**src/rtl/pll_lock_supervisor.sv**
```systemverilog
// PLL reset sequencing and lock qualification with retry/fault handling.
// Build option: PLL_FAULT_AUTORETRY_EN (FAULT re-arms after a timeout).
module pll_lock_supervisor #(
  parameter int unsigned RST_HOLD_CYCLES = 16,
  parameter int unsigned LOCK_FILTER     = 8,
  parameter int unsigned LOCK_TIMEOUT    = 1000000,
  parameter int unsigned MAX_RETRIES     = 3,
  parameter int unsigned CNT_W           = 20
) (
  input  logic       extClock,
  input  logic       ext_rst_n,
  input  logic       pll_locked,
  output logic       pll_areset,
  output logic       lock_ok,
  output logic       fault,
  output logic [3:0] retry_cnt,
  output logic [7:0] loss_cnt,
  output logic [1:0] state_dbg
);

  localparam int unsigned FW = $clog2(LOCK_FILTER + 1);

  localparam logic [CNT_W-1:0] HOLD_LAST = CNT_W'(RST_HOLD_CYCLES - 1);
  localparam logic [CNT_W-1:0] TMO_LAST  = CNT_W'(LOCK_TIMEOUT - 1);
  localparam logic [CNT_W-1:0] CNT_ONE   = CNT_W'(1);
  localparam logic [FW-1:0]    FILT_DONE = FW'(LOCK_FILTER);
  localparam logic [FW-1:0]    FILT_ONE  = FW'(1);
  localparam logic [3:0]       RETRY_MAX = 4'(MAX_RETRIES);

  typedef enum logic [1:0] {
    RESET_PLL = 2'd0,
    WAIT_LOCK = 2'd1,
    LOCKED    = 2'd2,
    FAULT     = 2'd3
  } state_e;

  state_e           state_q;
  logic [1:0]       sync_q;
  logic [CNT_W-1:0] cnt_q;
  logic [FW-1:0]    filt_q;
  logic [3:0]       retry_q;
  logic [7:0]       loss_q;
  logic             areset_q;
  logic             lock_ok_q;
  logic             fault_q;
  logic             lk_s;

  assign lk_s = sync_q[1];

  // pll_locked comes from another clock domain
  always_ff @(posedge extClock or negedge ext_rst_n) begin
    if (!ext_rst_n) begin
      sync_q <= '0;
    end else begin
      sync_q <= {sync_q[0], pll_locked};
    end
  end

  always_ff @(posedge extClock or negedge ext_rst_n) begin
    if (!ext_rst_n) begin
      state_q   <= RESET_PLL;
      cnt_q     <= '0;
      filt_q    <= '0;
      retry_q   <= '0;
      loss_q    <= '0;
      areset_q  <= 1'b1;
      lock_ok_q <= 1'b0;
      fault_q   <= 1'b0;
    end else begin
      unique case (state_q)
        RESET_PLL: begin
          areset_q  <= 1'b1;
          lock_ok_q <= 1'b0;
          filt_q    <= '0;
          if (cnt_q == HOLD_LAST) begin
            state_q  <= WAIT_LOCK;
            cnt_q    <= '0;
            areset_q <= 1'b0;
          end else begin
            cnt_q <= cnt_q + CNT_ONE;
          end
        end

        WAIT_LOCK: begin
          areset_q <= 1'b0;
          cnt_q    <= cnt_q + CNT_ONE;
          filt_q   <= lk_s ? filt_q + FILT_ONE : '0;
          // a qualified lock beats a timeout landing on the same edge
          if (filt_q == FILT_DONE) begin
            state_q   <= LOCKED;
            lock_ok_q <= 1'b1;
            retry_q   <= '0;
            cnt_q     <= '0;
            filt_q    <= '0;
          end else if (cnt_q == TMO_LAST) begin
            cnt_q    <= '0;
            filt_q   <= '0;
            areset_q <= 1'b1;
            if (retry_q == RETRY_MAX) begin
              state_q <= FAULT;
              fault_q <= 1'b1;
            end else begin
              state_q <= RESET_PLL;
              retry_q <= retry_q + 4'd1;
            end
          end
        end

        LOCKED: begin
          areset_q  <= 1'b0;
          lock_ok_q <= 1'b1;
          if (!lk_s) begin
            state_q   <= RESET_PLL;
            lock_ok_q <= 1'b0;
            areset_q  <= 1'b1;
            cnt_q     <= '0;
            if (loss_q != 8'hFF) begin
              loss_q <= loss_q + 8'd1;
            end
          end
        end

        FAULT: begin
          areset_q  <= 1'b1;
          lock_ok_q <= 1'b0;
          fault_q   <= 1'b1;
`ifdef PLL_FAULT_AUTORETRY_EN
          // fault_q stays set; only ext_rst_n clears it
          if (cnt_q == TMO_LAST) begin
            state_q <= RESET_PLL;
            retry_q <= '0;
            cnt_q   <= '0;
          end else begin
            cnt_q <= cnt_q + CNT_ONE;
          end
`endif
        end
      endcase
    end
  end

  assign pll_areset = areset_q;
  assign lock_ok    = lock_ok_q;
  assign fault      = fault_q;
  assign retry_cnt  = retry_q;
  assign loss_cnt   = loss_q;
  assign state_dbg  = state_q;

endmodule
```
**config.mk**
```make
export PLATFORM = sky130hd
export DESIGN_NAME = pll_lock_supervisor
export DESIGN_NICKNAME = d
export VERILOG_FILES = /design/src/rtl/pll_lock_supervisor.sv
export SDC_FILE = /design/constraint.sdc
export NUM_CORES = 1
export LEC_CHECK = 0
export BUFFER_PORTS_ARGS = -buffer_cell sky130_fd_sc_hd__buf_2
export CAP_MARGIN = 30
export CORE_ASPECT_RATIO = 1.1
export CORE_MARGIN = 2
export CORE_UTILIZATION = 53
export CTS_CLUSTER_DIAMETER = 50
export DETAILED_ROUTE_END_ITERATION = 8
export GPL_TIMING_DRIVEN = 0
export PLACE_DENSITY = 0.75
export SLEW_MARGIN = 5
export SYNTH_ARGS = -nofsm -noshare
export SYNTH_HDL_FRONTEND = slang
export SYNTH_SLANG_ARGS = --single-unit
```
**constraint.sdc**
```tcl
create_clock -name extClock -period 2.1 [get_ports extClock]
set_clock_uncertainty 0.15 [all_clocks]
set_input_delay 0.525 -clock extClock [delete_from_list [all_inputs] [get_ports extClock]]
set_output_delay 0.525 -clock extClock [all_outputs]
set_load 0.01 [all_outputs]
```
# After elaboration in Yosys (flattened, before gate mapping)
# Index checks and enable logic that the tools add are counted.
classes:
  n_reduce_logical: 11
  mux: 30
  n_eq_ne: 16
  addsub: 4
  n_bitwise: 1
ops:
  columns: ["operator", "count"]
  rows:
  - ["$mux W20", 4]
  - ["$pmux W20 S3", 1]
  - ["$mux W4", 6]
  - ["$add A20 B1 Y20 const B", 1]
  - ["$eq A20 B20 Y1 const B", 1]
  - ["$eq A20 B4 Y1 const B", 1]
  - ["$ne A2 B2 Y1 const B", 7]
  - ["$mux W2", 5]
  - ["$mux W1", 9]
  - ["$add A4 B1 Y4 const B", 2]
  - ["$add A8 B1 Y8 const B", 1]
  - ["$ne A8 B8 Y1 const B", 1]
  - ["$pmux W4 S2", 1]
  - ["$reduce_and A4 Y1", 2]
  - ["$pmux W2 S3", 1]
  - ["$reduce_and A3 Y1", 2]
  - ["$reduce_bool A2 Y1", 3]
  - ["$eq A2 B2 Y1 const B", 2]
  - ["$eq A4 B2 Y1 const B", 1]
  - ["$eq A4 B4 Y1 const B", 1]
  - ["$pmux W1 S4", 1]
  - ["$ne A3 B3 Y1 const B", 1]
  - ["$pmux W1 S3", 1]
  - ["$reduce_bool A3 Y1", 1]
  - ["other kinds (6)", 6]
word_totals:
  elab_cells: 71
  register_bits: 43
  output_inout_bits: 17

# Depth between registers and ports, before layout
logic_depth:
  word_depth: 5
  depth_mapped: 8

# Least setup slack after synthesis
# OpenSTA, ideal clock, no wires.
synth_path:
  kind: "reg2reg"
  start: "register state_q[0] (netlist: state_dbg[0])"
  end: "register cnt_q[11]"
  arrival_time_ps: 2033
  path_buffers: 1
  path_slack_ps: -160
  setup_ps: 77
  path_stages_with_launch: 8
  required_ps: 1873
  cell_sequence: "dfrtp_1 inv_1 ha_1 a21o_1 or3_1 clkbuf_1 or4_1 a21oi_1"
synth_via:
  elab_chain_len: 3
synth_lines:
  columns: ["item", "line_no", "source"]
  rows:
  - ["start, declared", "37", "state_e state_q;"]
  - ["start signal, assigned", "61", "state_q <= RESET_PLL;"]
  - ["start signal, assigned", "76", "state_q <= WAIT_LOCK;"]
  - ["start signal, assigned", "90", "state_q <= LOCKED;"]
  - ["$eq A2 B2 Y1, or another cell as far along", "70", "unique case (state_q)"]
  - ["$ne A2 B2 Y1 (no line) or $reduce_bool A3 Y1 (tied branches)", null, null]
  - ["$reduce_and A2 Y1 (no line)", null, null]
  - ["end signal, assigned", "80", "cnt_q <= cnt_q + CNT_ONE;"]
  - ["end signal, assigned", "86", "cnt_q <= cnt_q + CNT_ONE;"]
  - ["end, declared", "39", "logic [CNT_W-1:0] cnt_q;"]
# Several ways; a longest one is shown, not always the timed one.
# A chain may end at the register's enable or synchronous reset.

# Worst setup path after layout
layout_path:
  start: "register state_q[1] (netlist: state_dbg[1])"
  end: "register cnt_q[11]"
# The elaborated chain is that of the path after synthesis.

==> flow_results.xml <==
<?xml version="1.0" encoding="UTF-8"?>
<metrics>
  <group name="layout">
    <metric name="regArea" unit="um^2">1080</metric>
    <metric name="utilization" unit="%">67.1</metric>
    <metric name="drive_gt1_share" unit="%">25.3</metric>
    <metric name="area_delta_synth_final" unit="%">23.5</metric>
    <metric name="fin_cells" unit="">335</metric>
    <metric name="antenna_cells_inserted" unit="">0</metric>
    <metric name="filler_cell_count" unit="">341</metric>
    <metric name="final_cell_area" unit="um^2">2830</metric>
    <metric name="nets" unit="">293</metric>
    <metric name="area_taken_by_multi_input_logic_gates" unit="um^2">1290</metric>
  </group>
  <group name="synth">
    <metric name="mappedNetlistNets" unit="">253</metric>
    <metric name="number_of_synthesized_flops_with_an_enable_pin" unit="">0</metric>
    <metric name="yosysTopAreaCell" unit="">sky130_fd_sc_hd__dfrtp_1</metric>
    <metric name="avgSynthCellArea" unit="um^2">9.56</metric>
    <metric name="synth_top_area_share" unit="%">45.8</metric>
    <metric name="seq_area_frac_synth" unit="%">46.9</metric>
    <metric name="synth-main-ff-cell" unit="">sky130_fd_sc_hd__dfrtp_1</metric>
    <metric name="postSynth.asyncResetShare" unit="%">100</metric>
    <metric name="synth_seq_cells" unit="">43</metric>
    <metric name="synth-warning-count" unit="">0</metric>
    <metric name="area_of_the_mapped_netlist" unit="um^2">2290</metric>
    <metric name="ys_top_cells_by_area" unit="">sky130_fd_sc_hd__dfrtp_1 46%, sky130_fd_sc_hd__ha_1 5.5%, sky130_fd_sc_hd__nand2_1 4.4%</metric>
    <metric name="ys_types" unit="">42</metric>
    <metric name="netlist_instances" unit="">240</metric>
  </group>
  <group name="power">
    <metric name="power.share.sequential" unit="%">44.2</metric>
    <metric name="power.density_cell_area" unit="nW/um^2">793</metric>
    <metric name="comb_power_share" unit="%">29.9</metric>
    <metric name="power.internal" unit="W">0.00151</metric>
    <metric name="switchingPower" unit="W">0.000739</metric>
    <metric name="worst_ir_drop_vdd" unit="mV">0.438</metric>
    <metric name="p_sw_share" unit="%">32.9</metric>
    <metric name="power.clock.fraction" unit="%">26.0</metric>
    <metric name="power.leakage" unit="nW">1.30</metric>
  </group>
  <group name="route">
    <metric name="wl" unit="um">5060</metric>
    <metric name="detail_route.iter0.violations" unit="">128</metric>
    <metric name="drt_first_pass_iters" unit="">4</metric>
    <metric name="route.detailed.vias_per_inst" unit="">5.77</metric>
    <metric name="drc" unit="">0</metric>
    <metric name="postRouteAntennaNets" unit="">0</metric>
    <metric name="num_vias" unit="">1932</metric>
    <metric name="route.detailed.wl_per_inst" unit="um">15.1</metric>
  </group>
  <group name="global_routing">
    <metric name="grt_remaining_overflow" unit="">0</metric>
    <metric name="first_pass_grt_wire_length" unit="um">8160</metric>
    <metric name="first_global_vias" unit="">1787</metric>
    <metric name="number_of_antenna_violations_at_the_first_check_in_global_routing" unit="">0</metric>
    <metric name="largest_net_degree_at_the_start_of_global_routing" unit="">44</metric>
    <metric name="grt_util_all_layers" unit="%">22.1</metric>
  </group>
  <group name="die">
    <metric name="die_x" unit="um">66.7</metric>
    <metric name="ios" unit="">20</metric>
    <metric name="floorplan.initialDensity" unit="%">54.3</metric>
    <metric name="std_cell_rows" unit="">25</metric>
    <metric name="dieArea" unit="um^2">4870</metric>
    <metric name="coreArea" unit="um^2">4220</metric>
    <metric name="die-height" unit="um">73.0</metric>
  </group>
  <group name="worst_setup_path">
    <metric name="critical_path.cell_chain" unit="">ha_2 &gt; a21o_1 &gt; or3_1 &gt; clkbuf_8 &gt; or4_1 &gt; a21oi_1</metric>
    <metric name="worstSetupEndpointType" unit="">flip-flop</metric>
    <metric name="critPathArrivalTime" unit="ps">2150</metric>
    <metric name="max_stage_delay" unit="ps">450</metric>
    <metric name="critical_path_startpoint_category" unit="">flip-flop</metric>
    <metric name="path_max_fanout" unit="">7</metric>
    <metric name="buffers_plus_inverters_on_the_worst_setup_path" unit="">1</metric>
    <metric name="timing.critical_path.from" unit="">state_dbg[1]</metric>
    <metric name="regToRegStartpoint" unit="">state_dbg[1]</metric>
    <metric name="top_cell_family_by_delay_on_the_critical_path" unit="">simple AND/OR/NAND/NOR gates</metric>
    <metric name="worstPathRequired" unit="ps">2170</metric>
    <metric name="startpoint_to_endpoint_class_of_the_critical_path" unit="">flip-flop to flip-flop</metric>
    <metric name="worst_path_max_delay_cell" unit="">sky130_fd_sc_hd__dfrtp_2</metric>
  </group>
  <group name="placement">
    <metric name="post_dp_cell_area" unit="um^2">2480</metric>
    <metric name="placement.io_buffers" unit="">19</metric>
    <metric name="dp_hpwl" unit="um">3260</metric>
    <metric name="gpl.final_weighted_congestion" unit="">0.849</metric>
    <metric name="instance_count_after_placement_with_tap_cells_included" unit="">313</metric>
  </group>
  <group name="run">
    <metric name="drv.max_cap_violation_count" unit="">0</metric>
  </group>
  <group name="clocking">
    <metric name="clock_insertion_delay_worst_skew" unit="ps">300</metric>
    <metric name="clkTransAtPathRegs" unit="ps">80</metric>
    <metric name="clkSinkCount" unit="">43</metric>
    <metric name="ctsLongestPathBuffers" unit="">2</metric>
    <metric name="tritoncts" unit="">yes</metric>
    <metric name="cts-buffers-inserted" unit="">5</metric>
    <metric name="htree_num_levels" unit="">2</metric>
    <metric name="cts_root_buf" unit="">sky130_fd_sc_hd__clkbuf_8</metric>
  </group>
  <group name="sta">
    <metric name="fin_crit" unit="ps">2080</metric>
    <metric name="grt_setup_unrepaired" unit="">true</metric>
    <metric name="tightest_slew" unit="ps">485</metric>
    <metric name="max_freq" unit="MHz">482</metric>
    <metric name="timing.final.crit_share" unit="%">98.9</metric>
    <metric name="timing.final.hold_violations" unit="">0</metric>
    <metric name="totalNegativeSetupSlack" unit="ps">0</metric>
    <metric name="timing.slew.headroom" unit="%">67.3</metric>
    <metric name="drv_slew" unit="">0</metric>
    <metric name="worst_hold_slack" unit="ps">177</metric>
    <metric name="finalSetupViolCount" unit="">0</metric>
  </group>
  <group name="worst_hold_path">
    <metric name="hold_path_startpoint" unit="">pll_locked</metric>
    <metric name="worstHoldPathType" unit="">input pin to flip-flop</metric>
  </group>
  <group name="run_status">
    <metric name="run_status" unit="">finished, final reports clean</metric>
  </group>
</metrics>
==> area by class of cell <==
| class | count | area share, % |
|---|---|---|
| Clock inverter | 1 | 0.265 |
| Buffer | 5 | 1.28 |
| Multi-Input combinational cell | 183 | 45.7 |
| Tap cell | 54 | 2.38 |
| Timing Repair Buffer | 33 | 7.59 |
| Clock buffer | 7 | 3.40 |
| Inverter | 9 | 1.19 |
| Sequential cell | 43 | 38.2 |
==> per-layer routing <==
layer | wire length [um] | vias to the layer above | share of wire, % | track usage (%)
met1 | 2100 | 943 | 42 | 27.6
met3 | 214 | 9 | 4.2 | 4.94
li1 | - | 936 | - | -
met2 | 2640 | 44 | 52 | 37.1
met5 | 0 | - | 0 | 0
met4 | 99 | 0 | 2.0 | 8.62
==> registers in the layout (all words and copies together), names as in the netlist <==
signal and cells:
state_dbg 2, retry_cnt 4, pll_areset 1, lock_ok 1, filt_q 4, fault 1
cnt_q 20, sync_q 2, loss_cnt 8
==> layout by cell type, fill, tap and decap left out, types with 2 or more instances in the layout <==
cell type,Yosys,routed
sky130_fd_sc_hd__a21o_1,2,2
sky130_fd_sc_hd__o21ai_1,1,2
sky130_fd_sc_hd__nand4_1,6,6
sky130_fd_sc_hd__ha_4,0,2
sky130_fd_sc_hd__nor3_1,7,6
sky130_fd_sc_hd__a22o_1,2,2
sky130_fd_sc_hd__ha_2,0,2
sky130_fd_sc_hd__or3_1,3,3
sky130_fd_sc_hd__clkbuf_1,4,3
sky130_fd_sc_hd__ha_1,10,6
sky130_fd_sc_hd__nor4_4,0,2
sky130_fd_sc_hd__buf_4,0,12
sky130_fd_sc_hd__a31oi_1,3,3
sky130_fd_sc_hd__o22ai_1,2,2
sky130_fd_sc_hd__nand3_1,8,8
sky130_fd_sc_hd__nand2_1,27,26
sky130_fd_sc_hd__xnor2_1,10,10
sky130_fd_sc_hd__buf_2,1,19
sky130_fd_sc_hd__inv_1,9,8
sky130_fd_sc_hd__nand2b_1,2,2
sky130_fd_sc_hd__a21oi_1,4,3
sky130_fd_sc_hd__nor2_1,25,24
sky130_fd_sc_hd__xor2_1,9,9
sky130_fd_sc_hd__a211o_1,2,2
sky130_fd_sc_hd__dfrtp_1,42,37
sky130_fd_sc_hd__nor4_1,8,6
sky130_fd_sc_hd__and3_1,9,8
sky130_fd_sc_hd__nand3b_1,2,2
sky130_fd_sc_hd__mux2i_1,5,5
sky130_fd_sc_hd__clkbuf_8,0,8
sky130_fd_sc_hd__dfrtp_2,0,5
sky130_fd_sc_hd__mux2_2,3,3
sky130_fd_sc_hd__o21ai_0,17,16
==> cells in the mapped netlist, drive strengths merged, types with 7 or more instances <==
cell type,n
and3,9
nand3,9
o21ai,18
nor2,25
xnor2,10
dfrtp,42
nor4,9
nand2,27
xor2,9
nor3,7
ha,10
inv,9
==> power groups by stage <==
| stage | clock [W] | combinational [W] | sequential (W) |
|---|---|---|---|
| final | 0.000583 | 0.000671 | 0.000992 |
| after global routing | 0.000640 | 0.000759 | 0.00100 |
| after CTS | 0.000601 | 0.000593 | 0.000980 |
| after detailed placement | 0 | 0.000525 | 0.00100 |
| after global placement | 0 | 0.000510 | 0.000997 |
| after floorplan | 0 | 0.000373 | 0.000997 |
==> per-stage QoR <==
stage	power (W)	setup slack (ps)
CTS	0.00217	2.77
detailed placement	0.00153	-171
global placement	0.00151	-144
global route	0.00240	-56.5
floorplan	0.00137	3.94
finish	0.00225	23.7
==> path summary, 6_finish.rpt <==
path / endpoint / slack [ps] / cells after the start
max: cnt_q[11] / 20 / 6
min: sync_q[0] / 180 / 1
max reg2reg: cnt_q[11] / 20 / 6
min reg2reg: sync_q[1] / 210 / 0
max in group asynchronous: pll_areset / 830 / 3
min in group asynchronous: filt_q[1] / 450 / 2
==> logic make-up (layout without fill, tap and decap cells) <==
| logic type | Yosys count | after routing | synth area share [%] |
|---|---|---|---|
| AND/OR/NAND/NOR | 105 | 105 | 23.2 |
| adder cells (fa/ha/maj) | 10 | 10 | 5.45 |
| flip-flops | 43 | 43 | 46.9 |
| multiplexers | 8 | 8 | 3.65 |
| XOR/XNOR | 19 | 19 | 7.25 |
| buffers and inverters | 14 | 55 | 2.34 |
| AO/OA/AOI/OAI | 41 | 41 | 11.2 |
==> repair_timing <==
item,4_1_cts,5_1_grt
setup endpoints to repair,27,27
hold buffers,0,1
gates cloned,0,0
pin swaps,2,12
buffers inserted,4,8
hold endpoints to repair,0,7
gates resized for setup,9,20
Note: power is estimated with default switching activity, not from simulation.
